## config.mk

```make
export PLATFORM = sky130hd
export DESIGN_NAME = main_fsm
export DESIGN_NICKNAME = d
export VERILOG_FILES = /design/src/rtl/main_fsm.sv
export SDC_FILE = /design/constraint.sdc
export NUM_CORES = 1
export LEC_CHECK = 0
export BUFFER_PORTS_ARGS = -buffer_cell sky130_fd_sc_hd__buf_2
export CAP_MARGIN = 10
export CORE_AREA = 2 2 39 41
export DETAILED_ROUTE_END_ITERATION = 12
export DIE_AREA = 0 0 41 43
export SLEW_MARGIN = 5
export SYNTH_ARGS = -nofsm -noshare
export SYNTH_HDL_FRONTEND = slang
export SYNTH_SLANG_ARGS = --single-unit
```

## constraint.sdc

```tcl
create_clock -name clk -period 1.65 [get_ports clk]
set_input_delay 0.2475 -clock clk [delete_from_list [all_inputs] [get_ports clk]]
set_output_delay 0.2475 -clock clk [all_outputs]
set_load 0.02 [all_outputs]
```

## src/rtl/main_fsm.sv

```systemverilog
// -----------------------------------------------------------------------------
// main_fsm
//   Multicycle sequencing state machine for the ARM multicycle processor.
//   Walks each instruction through fetch, decode, execute, memory and
//   writeback steps, producing the per-cycle datapath selects and the
//   unconditioned write strobes that the downstream condition logic qualifies.
//
// Ports
//   clk        in   1  processor clock, rising-edge active
//   reset      in   1  synchronous, active-high; forces FETCH and zeroes outputs
//   Op         in   2  Instr[27:26]: 00 data-proc, 01 memory, 10 branch, 11 undef
//   Funct      in   6  Instr[25:20]: [5]=I, [2]=B, [0]=L
//   IRWrite    out  1  load instruction register (FETCH only)
//   AdrSrc     out  1  memory address select: 0=PC, 1=Result
//   ALUSrcA    out  2  00=register A, 01=PC
//   ALUSrcB    out  2  00=WriteData, 01=ExtImm, 10=constant 4
//   ResultSrc  out  2  00=ALUOut, 01=Data register, 10=ALUResult
//   ALUOp      out  1  1=ALU decoder uses Funct, 0=force ADD
//   NextPC     out  1  unconditional PC update request
//   RegW       out  1  register write request (pre-condition)
//   MemW       out  1  memory write request (pre-condition)
//   Branch     out  1  branch request (pre-condition)
//   LDRB       out  1  byte-load select for the read-data path
//
// Configuration
//   MAIN_FSM_LDRB_EN  defined: LDRB follows Funct[2] in MEMREAD/MEMWB.
//                     undefined: LDRB tied to 0, byte loads behave as word LDR.
//
// Outputs are a Moore decode of the state register (LDRB additionally uses
// Funct[2]). They are gated combinationally by reset so no strobe can fire in
// any cycle where reset is high, including the very cycle it first appears.
// -----------------------------------------------------------------------------
module main_fsm (
    input  logic       clk,
    input  logic       reset,
    input  logic [1:0] Op,
    input  logic [5:0] Funct,
    output logic       IRWrite,
    output logic       AdrSrc,
    output logic [1:0] ALUSrcA,
    output logic [1:0] ALUSrcB,
    output logic [1:0] ResultSrc,
    output logic       ALUOp,
    output logic       NextPC,
    output logic       RegW,
    output logic       MemW,
    output logic       Branch,
    output logic       LDRB
);

    typedef enum logic [3:0] {
        FETCH    = 4'd0,
        DECODE   = 4'd1,
        MEMADR   = 4'd2,
        MEMREAD  = 4'd3,
        MEMWB    = 4'd4,
        MEMWRITE = 4'd5,
        EXECUTER = 4'd6,
        EXECUTEI = 4'd7,
        ALUWB    = 4'd8,
        BRANCH   = 4'd9,
        UNKNOWN  = 4'd10
    } state_t;

    state_t state_q;
    state_t state_d;

    logic   byte_sel_s;

`ifdef MAIN_FSM_LDRB_EN
    logic unused_funct_s;
    assign unused_funct_s = ^{Funct[4:3], Funct[1]};
    assign byte_sel_s     = Funct[2];
`else
    // Byte loads run as word loads; Funct[2] has no effect in this build.
    logic unused_funct_s;
    assign unused_funct_s = ^{Funct[4:1]};
    assign byte_sel_s     = 1'b0;
`endif

    // State register with synchronous reset back to FETCH.
    always_ff @(posedge clk) begin
        if (reset) begin
            state_q <= FETCH;
        end else begin
            state_q <= state_d;
        end
    end

    // Next-state decode; Op/Funct come straight from the IR, which only
    // reloads in FETCH, so they are stable from DECODE onward.
    always_comb begin
        state_d = FETCH;
        case (state_q)
            FETCH:    state_d = DECODE;
            DECODE: begin
                case (Op)
                    2'b00: begin
                        if (Funct[5]) begin
                            state_d = EXECUTEI;
                        end else begin
                            state_d = EXECUTER;
                        end
                    end
                    2'b01:   state_d = MEMADR;
                    2'b10:   state_d = BRANCH;
                    2'b11:   state_d = UNKNOWN;
                    default: state_d = UNKNOWN;
                endcase
            end
            MEMADR: begin
                if (Funct[0]) begin
                    state_d = MEMREAD;
                end else begin
                    state_d = MEMWRITE;
                end
            end
            MEMREAD:  state_d = MEMWB;
            MEMWB:    state_d = FETCH;
            MEMWRITE: state_d = FETCH;
            EXECUTER: state_d = ALUWB;
            EXECUTEI: state_d = ALUWB;
            ALUWB:    state_d = FETCH;
            BRANCH:   state_d = FETCH;
            UNKNOWN:  state_d = FETCH;
            // Unused encodings recover to FETCH on the next edge.
            default:  state_d = FETCH;
        endcase
    end

    // Moore output decode, all zero while reset is high.
    always_comb begin
        IRWrite   = 1'b0;
        AdrSrc    = 1'b0;
        ALUSrcA   = 2'b00;
        ALUSrcB   = 2'b00;
        ResultSrc = 2'b00;
        ALUOp     = 1'b0;
        NextPC    = 1'b0;
        RegW      = 1'b0;
        MemW      = 1'b0;
        Branch    = 1'b0;
        LDRB      = 1'b0;
        if (reset) begin
            IRWrite = 1'b0;
        end else begin
            case (state_q)
                FETCH: begin
                    IRWrite   = 1'b1;
                    NextPC    = 1'b1;
                    AdrSrc    = 1'b0;
                    ALUSrcA   = 2'b01;
                    ALUSrcB   = 2'b10;
                    ResultSrc = 2'b10;
                end
                DECODE: begin
                    // PC+8 is formed here so R15 reads see the ARM-visible PC.
                    ALUSrcA   = 2'b01;
                    ALUSrcB   = 2'b10;
                    ResultSrc = 2'b10;
                end
                MEMADR: begin
                    ALUSrcA   = 2'b00;
                    ALUSrcB   = 2'b01;
                end
                MEMREAD: begin
                    AdrSrc    = 1'b1;
                    ResultSrc = 2'b00;
                    LDRB      = byte_sel_s;
                end
                MEMWB: begin
                    ResultSrc = 2'b01;
                    RegW      = 1'b1;
                    LDRB      = byte_sel_s;
                end
                MEMWRITE: begin
                    AdrSrc    = 1'b1;
                    ResultSrc = 2'b00;
                    MemW      = 1'b1;
                end
                EXECUTER: begin
                    ALUSrcA   = 2'b00;
                    ALUSrcB   = 2'b00;
                    ALUOp     = 1'b1;
                end
                EXECUTEI: begin
                    ALUSrcA   = 2'b00;
                    ALUSrcB   = 2'b01;
                    ALUOp     = 1'b1;
                end
                ALUWB: begin
                    ResultSrc = 2'b00;
                    RegW      = 1'b1;
                end
                BRANCH: begin
                    ALUSrcA   = 2'b00;
                    ALUSrcB   = 2'b01;
                    ResultSrc = 2'b10;
                    Branch    = 1'b1;
                end
                // UNKNOWN executes as a NOP: every output stays at 0.
                UNKNOWN: IRWrite = 1'b0;
                default: IRWrite = 1'b0;
            endcase
        end
    end

endmodule

```

==> results of run 1 <==
-- how the worst min path moves through the flow --
stage / start / endpoint / slack, ns / cells after the start
finish: Funct[0] / state_q[1] / 0.31 / 3
global route: Funct[0] / state_q[1] / 0.32 / 3
CTS: Funct[0] / state_q[1] / 0.29 / 3
detailed placement: Funct[0] / state_q[1] / 0.54 / 3
global placement: Funct[0] / state_q[1] / 0.54 / 3
floorplan: Funct[0] / state_q[1] / 0.41 / 2
-- layout make-up --
cell class	count	area, µm²	area share, %
Inverter	2	7.51	1.61
Multi-Input combinational cell	37	219	47.0
Clock buffer	3	22.5	4.84
Timing Repair Buffer	20	110	23.7
Tap cell	16	20.0	4.30
Sequential cell	4	86.3	18.5
-- layer usage --
metal	GRT usage (%)	routed length, µm
met4	2.00	0
met5	0	0
met2	16.3	375
met3	6.28	63
met1	13.1	389
-- what timing repair did --
item | in CTS | in global routing
resized for setup | 2 | 3
hold buffers | 0 | 0
pin swaps | 0 | 1
setup endpoints to repair | 1 | 3
-- worst min-delay path, cell delays in order --
cell and delay, ns:
buf_2 0.10, nand3_1 0.08, a21oi_1 0.06
-- power by group through the flow --
stage	Clock [W]	Sequential (W)	Combinational [W]
after floorplan	0	0.000111	0.000120
after global placement	0	0.000120	0.000139
after detailed placement	0	0.000120	0.000141
after CTS	0.000127	0.000119	0.000142
after global routing	0.000135	0.000121	0.000159
final	0.000120	0.000119	0.000143
-- through the flow --
| stage | instance area, µm² | setup slack, ns |
|---|---|---|
| after global routing | 465 | 0.0153 |
| after CTS | 459 | 0.0182 |
| final | 465 | 0.112 |
| after global placement | 434 | 0.236 |
| after floorplan | 362 | 0.0656 |
| after detailed placement | 434 | 0.225 |
-- synth_stat cells --
| cell | n |
|---|---|
| nor2_1 | 7 |
| buf_4 | 6 |
| dfxtp_1 | 4 |
| nand3_1 | 4 |
| a21oi_1 | 3 |
| nand2b_1 | 3 |
| nor4_1 | 3 |
| buf_2 | 2 |
| nand2_1 | 2 |
| or3_1 | 2 |
| a211o_1 | 1 |
| a21boi_0 | 1 |
| a22oi_1 | 1 |
| a31oi_1 | 1 |
| and2_1 | 1 |
| and4b_1 | 1 |
| conb_1 | 1 |
| inv_1 | 1 |
| inv_2 | 1 |
| nor3_1 | 1 |
| nor4_2 | 1 |
| o21ai_0 | 1 |
| or2_1 | 1 |
| xnor2_1 | 1 |
-- kinds of logic after synthesis --
logic type / after synthesis / share of synthesized area, %
xor+xnor: 1 / 2.51
other cells: 1 / 1.07
compound gates: 8 / 14.3
buf+inv: 10 / 17.9
flops: 4 / 22.9
simple gates: 26 / 41.2
==> results.json, run 1 <==
{
  "syn-cell-area_um2": 349,
  "clk_path_buf_depth": 2,
  "skew_ns": 0.00489,
  "fp.dieW_um": 41,
  "yosys-top-cells-area": "dfxtp_1, buf_4, nor2_1, nand3_1, nand2b_1",
  "synth_cell_types": 24,
  "hp-class": "input pin to flip-flop",
  "arrival_ns": 1.29,
  "dp_cells": 79,
  "setup_violations": 0,
  "top_regs": "state_q: 4 flops",
  "worstSetupEndpointType": "output pin",
  "worst-r2r-cell-count": 2,
  "tns_ns": 0,
  "worst_setup_path_start_kind": "flip-flop",
  "seqPwrFrac_pct": 31.2,
  "crit_family": "simple AND/OR/NAND/NOR gates",
  "synth_seq_cells": 4,
  "dr.first_iter.drc_count": 7,
  "slowest_delay_ns": 0.38,
  "drive_gt1_share_pct": 42.4,
  "finish.utilization_pct": 33.6,
  "crit_start": "state_q[3]",
  "n_antenna_cell": 0,
  "final-hold-violation-count": 0,
  "core_area_mm2": 0.00138,
  "crit_buf_inv": 1,
  "die_h_um": 43,
  "critPathRequiredTime_ns": 1.40,
  "p_total_w": 0.000382,
  "cts_setup_buffers": 0,
  "worstPathMaxFanout": 11,
  "worstSetupPathType": "flip-flop to output pin",
  "p_leak_nw": 0.220,
  "clkLatencyLatePin_ns": 0.23,
  "grt_pass1_vias": 310,
  "fin_crit_ns": 1.54,
  "cellInternalPower_w": 0.000244,
  "remaining_drc_errors": 0,
  "p_comb_share_pct": 37.4,
  "fin_cells": 82,
  "cp_cell_sequence": "or3_1, a31oi_1, buf_4",
  "powerDensity_mw_per_mm2": 821,
  "status": "finished, final reports clean",
  "viasPerCell": 4.62,
  "fin_nets": 78,
  "numCtsBuffers": 3,
  "fin_crit_sh_pct": 93.2,
  "rsz0062_at_grt": "no",
  "antenna_found_initial": 0,
  "synth_top_area_share_pct": 22.9,
  "ys_seq_area_share_pct": 22.9,
  "place.gp.congestion": 0.688,
  "switchingPower_w": 0.000138,
  "synthCells": 50,
  "p_sw_share_pct": 36.0,
  "cts.htree.levels": 1,
  "yosys.area.top_type": "dfxtp_1",
  "crit_end": "ALUSrcB[0]",
  "r2r-end": "state_q[1]",
  "drv_cap": 0,
  "r2r_slack_ns": 0.63,
  "pwr-share-clk_pct": 31.4,
  "port_buffers": 17,
  "rr_startpoint": "state_q[3]",
  "top_register": "state_q",
  "ys.warnings.count": 0,
  "ant_nets": 0,
  "peakVddDrop_uv": 465,
  "area_growth_pct": 33.3,
  "cts_root_buf": "clkbuf_4",
  "dieArea_mm2": 0.00176,
  "synth.avg_cell_area_um2": 6.98,
  "io_pins": 24,
  "dp_hpwl_um": 622,
  "post_drt_wl_per_cell_um": 10.1,
  "largest_reg_flops": 4,
  "fill_cells": 148,
  "slew_viol_final": 0,
  "wl_um": 828,
  "cts.clk_slew.worst_paths_ns": 0.04,
  "grt_pass1_wl_um": 1290,
  "max_freq_mhz": 650,
  "final_common_cell": "buf_2",
  "vias": 379,
  "grt-ovfl-total": 0,
  "cts.sinks": 4,
  "cts_tree": "built",
  "grt_max_degree": 12,
  "final_cell_mix": "buf_2, nor2_1, nand3_1, buf_4",
  "track_usage_pct": 10.8,
  "drt_pass1_iterations": 4,
  "crit_slowest_cell": "or3_1",
  "start_util_pct": 25.2,
  "worst-path-stages": 3,
  "hold_slack_ns": 0.309,
  "rows": 14
}
(Power assumes the default switching activity.)
==> run 2: changes to the inputs <==
CELL_PAD_IN_SITES_DETAIL_PLACEMENT = 1   (was default)
CELL_PAD_IN_SITES_GLOBAL_PLACEMENT = 1   (was default)
CORE_AREA = default   (was 2 2 39 41)
CORE_UTILIZATION = 26   (was default)
DIE_AREA = default   (was 0 0 41 43)
PLACE_DENSITY_LB_ADDON = 0.1   (was default)
==> run 2 against run 1 <==
  * Sequential share of layout area shrank 0.12 points
  * Worst setup slack got worse by 0.0074 ns
  * Clock skew decreased by 0.0042 ns
  * Combinational power about the same
  * Sequential power hardly changed
  * Highest routed layer is now met4
==> results.json, run 2 (synthesis gave the netlist of run 1 again) <==
{
  "status": "finished, final reports clean",
  "post-place-ws_ns": 0.225,
  "crit_start": "state_q[1]",
  "ant_nets": 0,
  "critPathRequiredTime_ns": 1.40,
  "fin_crit_ns": 1.55,
  "worst_setup_path_start_kind": "flip-flop",
  "hold_slack_ns": 0.307,
  "port_buffers": 17,
  "drt_pass1_iterations": 2,
  "final_area_um2": 462,
  "top_register": "state_q",
  "crit_slowest_cell": "dfxtp_4",
  "vias": 411,
  "track_usage_pct": 14.7,
  "viasPerCell": 5.14,
  "worstPathMaxFanout": 7,
  "start_util_pct": 29.8,
  "worstSetupEndpointType": "output pin",
  "hp-class": "input pin to flip-flop",
  "drive_gt1_share_pct": 40.9,
  "cts_tree": "built",
  "grt_pass1_vias": 343,
  "final-hold-violation-count": 0,
  "dieArea_mm2": 0.00149,
  "dr.first_iter.drc_count": 4,
  "dp_hpwl_um": 674,
  "p_leak_nw": 0.219,
  "skew_ns": 0.000714,
  "p_total_w": 0.000380,
  "cts.htree.levels": 1,
  "grt_pass1_wl_um": 1410,
  "tns_ns": 0,
  "place.gp.congestion": 0.624,
  "remaining_drc_errors": 0,
  "top_regs": "state_q: 4 flops",
  "die_h_um": 38.6,
  "worstSetupPathType": "flip-flop to output pin",
  "n_antenna_cell": 0,
  "drv_cap": 0,
  "clk_path_buf_depth": 2,
  "rows": 12,
  "finalWorstSetupSlack_ns": 0.105,
  "grt-ovfl-total": 0,
  "powerDensity_mw_per_mm2": 824,
  "wl_um": 907,
  "largest_reg_flops": 4,
  "slew_viol_final": 0,
  "core_area_mm2": 0.00117,
  "arrival_ns": 1.30,
  "crit_buf_inv": 2,
  "rsz0062_at_grt": "no",
  "cts.sinks": 4,
  "cts_root_buf": "clkbuf_4",
  "dpl_cell_area_um2": 432,
  "fin_nets": 78,
  "slowest_delay_ns": 0.36,
  "rr_startpoint": "state_q[2]",
  "fin_crit_sh_pct": 93.6,
  "peakVddDrop_uv": 373,
  "setup_violations": 0,
  "cts.clk_slew.worst_paths_ns": 0.03,
  "numCtsBuffers": 3,
  "crit_family": "buffers and inverters",
  "post_drt_wl_per_cell_um": 11.3,
  "grt_max_degree": 12,
  "antenna_found_initial": 0,
  "min_from": "Funct[0]",
  "max_freq_mhz": 647,
  "io_pins": 24,
  "cp_cell_sequence": "buf_4, nand2b_1, nor4_1, buf_2",
  "final_common_cell": "buf_2",
  "area_growth_pct": 32.3,
  "fp.dieW_um": 38.6,
  "final_cell_mix": "buf_2, nor2_1, nand3_1, buf_4",
  "clkLatencyLatePin_ns": 0.23
}
==> run 2: power breakdown <==
group	internal [W]	leakage, nW	switching [W]
Sequential	0.000107	0.0340	0.0000122
Combinational	0.0000563	0.172	0.0000873
Clock	0.0000811	0.0138	0.0000369
Total	0.000244	0.219	0.000136
==> run 2: worst min-delay path, stage by stage <==
cell and delay, ns:
buf_2 0.11, nand3_1 0.08, a21oi_1 0.05
==> run 2: final timing paths <==
path | endpoint | slack, ns | cells after the start
worst min register to register | state_q[1] | 0.53 | 2
worst max register to register | state_q[0] | 0.61 | 3
worst max-delay path | ResultSrc[0] | 0.10 | 4
worst min-delay path | state_q[1] | 0.31 | 3
==> run 2: layout make-up <==
type                            instances  area [µm²]
Inverter                                2        7.51
Multi-Input combinational cell         37         219
Fill cell                             172         709
Timing Repair Buffer                   20         110
Tap cell                               14        17.5
Clock buffer                            3        22.5
Sequential cell                         4        85.1
==> run 2: per-layer routing <==
layer | GRT usage, % | part of all wire [%] | vias to the layer above
met5 | 0 | 0 | -
met4 | 12.9 | 0.66 | 0
met2 | 25.4 | 50 | 16
met1 | 13.8 | 42 | 190
met3 | 4.05 | 7.5 | 2
li1 | - | - | 203
==> run 2: timing repair <==
| action | 4_1_cts | 5_1_grt |
|---|---|---|
| pin swaps | 0 | 1 |
| resized for setup | 2 | 2 |
| endpoints found under the hold margin | 0 | 0 |
| setup buffers | 0 | 0 |
| hold buffers | 0 | 0 |
| setup endpoints to repair | 1 | 1 |
==> run 2: metrics by stage <==
stage / utilization (%) / instances
4_1_cts: 39.0 / 80
3_5_place_dp: 36.9 / 77
6_report: 39.4 / 80
2_1_floorplan: - / 51
3_3_place_gp: 36.9 / 77
5_1_grt: 39.4 / 80
==> run 3: changes to the inputs <==
==> constraint.sdc (replaced) <==
create_clock -name clk -period 1.65 [get_ports clk]
set_input_delay 0.2475 -clock clk [delete_from_list [all_inputs] [get_ports clk]]
set_output_delay 0.2475 -clock clk [all_outputs]
set_load 0.01 [all_outputs]
==> run 3 against run 2 <==
  * Fmax decreased by 0.20%
  * Register-to-register slack about the same
  * Via count fell by 3.2%
  * Clock skew grew 0.0038 ns
==> results.json, run 3 (synthesis gave the netlist of run 1 again) <==
{
  "n_antenna_cell": 0,
  "port_buffers": 17,
  "clkLatencyLatePin_ns": 0.23,
  "cts.sinks": 4,
  "cts.htree.levels": 1,
  "skew_ns": 0.00451,
  "fin_nets": 79,
  "clk_path_buf_depth": 2,
  "final_cell_mix": "buf_2, nor2_1, nand3_1, buf_4",
  "tns_ns": 0,
  "numCtsBuffers": 3,
  "io_pins": 24,
  "drv_cap": 0,
  "grt_max_degree": 12,
  "ant_nets": 0,
  "hp-class": "input pin to flip-flop",
  "worstPathMaxFanout": 7,
  "finalWorstSetupSlack_ns": 0.102,
  "rr_startpoint": "state_q[2]",
  "crit_family": "simple AND/OR/NAND/NOR gates",
  "post-place-ws_ns": 0.226,
  "cts.clk_slew.worst_paths_ns": 0.04,
  "start_util_pct": 29.8,
  "cts_setup_buffers": 0,
  "finish.utilization_pct": 39.1,
  "fin_crit_ns": 1.55,
  "worst_setup_path_start_kind": "flip-flop",
  "crit_buf_inv": 1,
  "die_h_um": 38.6,
  "antenna_found_initial": 0,
  "min_from": "Funct[0]",
  "fin_crit_sh_pct": 93.8,
  "fill_cells": 179,
  "vias": 398,
  "top_register": "state_q",
  "dp_hpwl_um": 713,
  "drt_pass1_iterations": 1,
  "hold_buffers": 0,
  "place.gp.congestion": 0.659,
  "top_regs": "state_q: 4 flops",
  "track_usage_pct": 13.4,
  "drive_gt1_share_pct": 41.8,
  "powerDensity_mw_per_mm2": 788,
  "p_leak_nw": 0.222,
  "final_area_um2": 458,
  "cp_cell_sequence": "nand2_1, or3_1, a31oi_1, buf_2",
  "final-hold-violation-count": 0,
  "dieArea_mm2": 0.00149,
  "ff_latch_area_um2": 85.1,
  "grt-ovfl-total": 0,
  "slowest_delay_ns": 0.37,
  "viasPerCell": 4.91,
  "status": "finished, final reports clean",
  "worstSetupPathType": "flip-flop to output pin",
  "cts_tree": "built",
  "setup_violations": 0,
  "remaining_drc_errors": 0,
  "post_drt_wl_per_cell_um": 10.8,
  "area_growth_pct": 31.2,
  "cts_root_buf": "clkbuf_4",
  "rows": 12,
  "core_area_mm2": 0.00117,
  "hold_slack_ns": 0.294,
  "dpl_cell_area_um2": 430,
  "grt_pass1_wl_um": 1360,
  "slew_viol_final": 0,
  "final_common_cell": "buf_2",
  "wl_um": 877,
  "dr.first_iter.drc_count": 0,
  "multi_input_comb_area_um2": 210,
  "max_freq_mhz": 646,
  "fp.dieW_um": 38.6,
  "crit_slowest_cell": "dfxtp_4",
  "rsz0062_at_grt": "no",
  "peakVddDrop_uv": 309,
  "worstSetupEndpointType": "output pin",
  "largest_reg_flops": 4,
  "grt_pass1_vias": 336,
  "crit_start": "state_q[1]",
  "arrival_ns": 1.30,
  "critPathRequiredTime_ns": 1.40
}
## run 3: cell count changes in the layout (fill, tap and decap cells not counted), sizes merged
cell | before | now
buf | 20 | 21
## run 3: cell type report
cell class	instances	share of cell area [%]
inverters	2	1.64
multi-input cells	37	45.9
clock buffers	3	4.92
repair buffers	21	25.1
well taps	14	3.83
flip-flops and latches	4	18.6
## run 3: power by group
part / internal [W] / switching (W) / total [W] / leakage [nW]
logic: 0.0000567 / 0.0000679 / 0.000125 / 0.174
registers: 0.000106 / 0.0000113 / 0.000118 / 0.0340
clock network: 0.0000812 / 0.0000372 / 0.000118 / 0.0138
## run 3: final timing paths
check,slack (ns),cells past startpoint,to
worst min register to register,0.52,2,state_q[1]
worst min-delay path,0.29,3,state_q[1]
worst max register to register,0.61,3,state_q[0]
worst max-delay path,0.10,4,ALUSrcB[0]
## run 3: metrics by stage
stage / power, W / std cells
2_1_floorplan: 0.000207 / 51
3_5_place_dp: 0.000245 / 78
6_report: 0.000361 / 81
5_1_grt: 0.000391 / 81
4_1_cts: 0.000368 / 81
3_3_place_gp: 0.000244 / 78
## run 3: what timing repair did
item,4_1_cts,5_1_grt
resized for setup,1,2
endpoints found under the setup margin,1,1
pin swaps,0,0
## run 3: worst reg2reg max path, delay by kind of cell, from the launching register on
kind	cells	cell delay [ns]
and+or+nand+nor	1	0.36
DFF	1	0.31
buffers and inverters	1	0.16
AOI/OAI and AO/OA	1	0.14
## run 3: layer usage
layer  up-vias  part of all wire, %  wire [µm]  track usage [%]
li1        202                    -          -                -
met5         -                    0          0                0
met1       177                   44        387             15.4
met2        19                   47        408             23.3
met4         0                    0          0             7.76
met3         0                  9.2         81             1.73
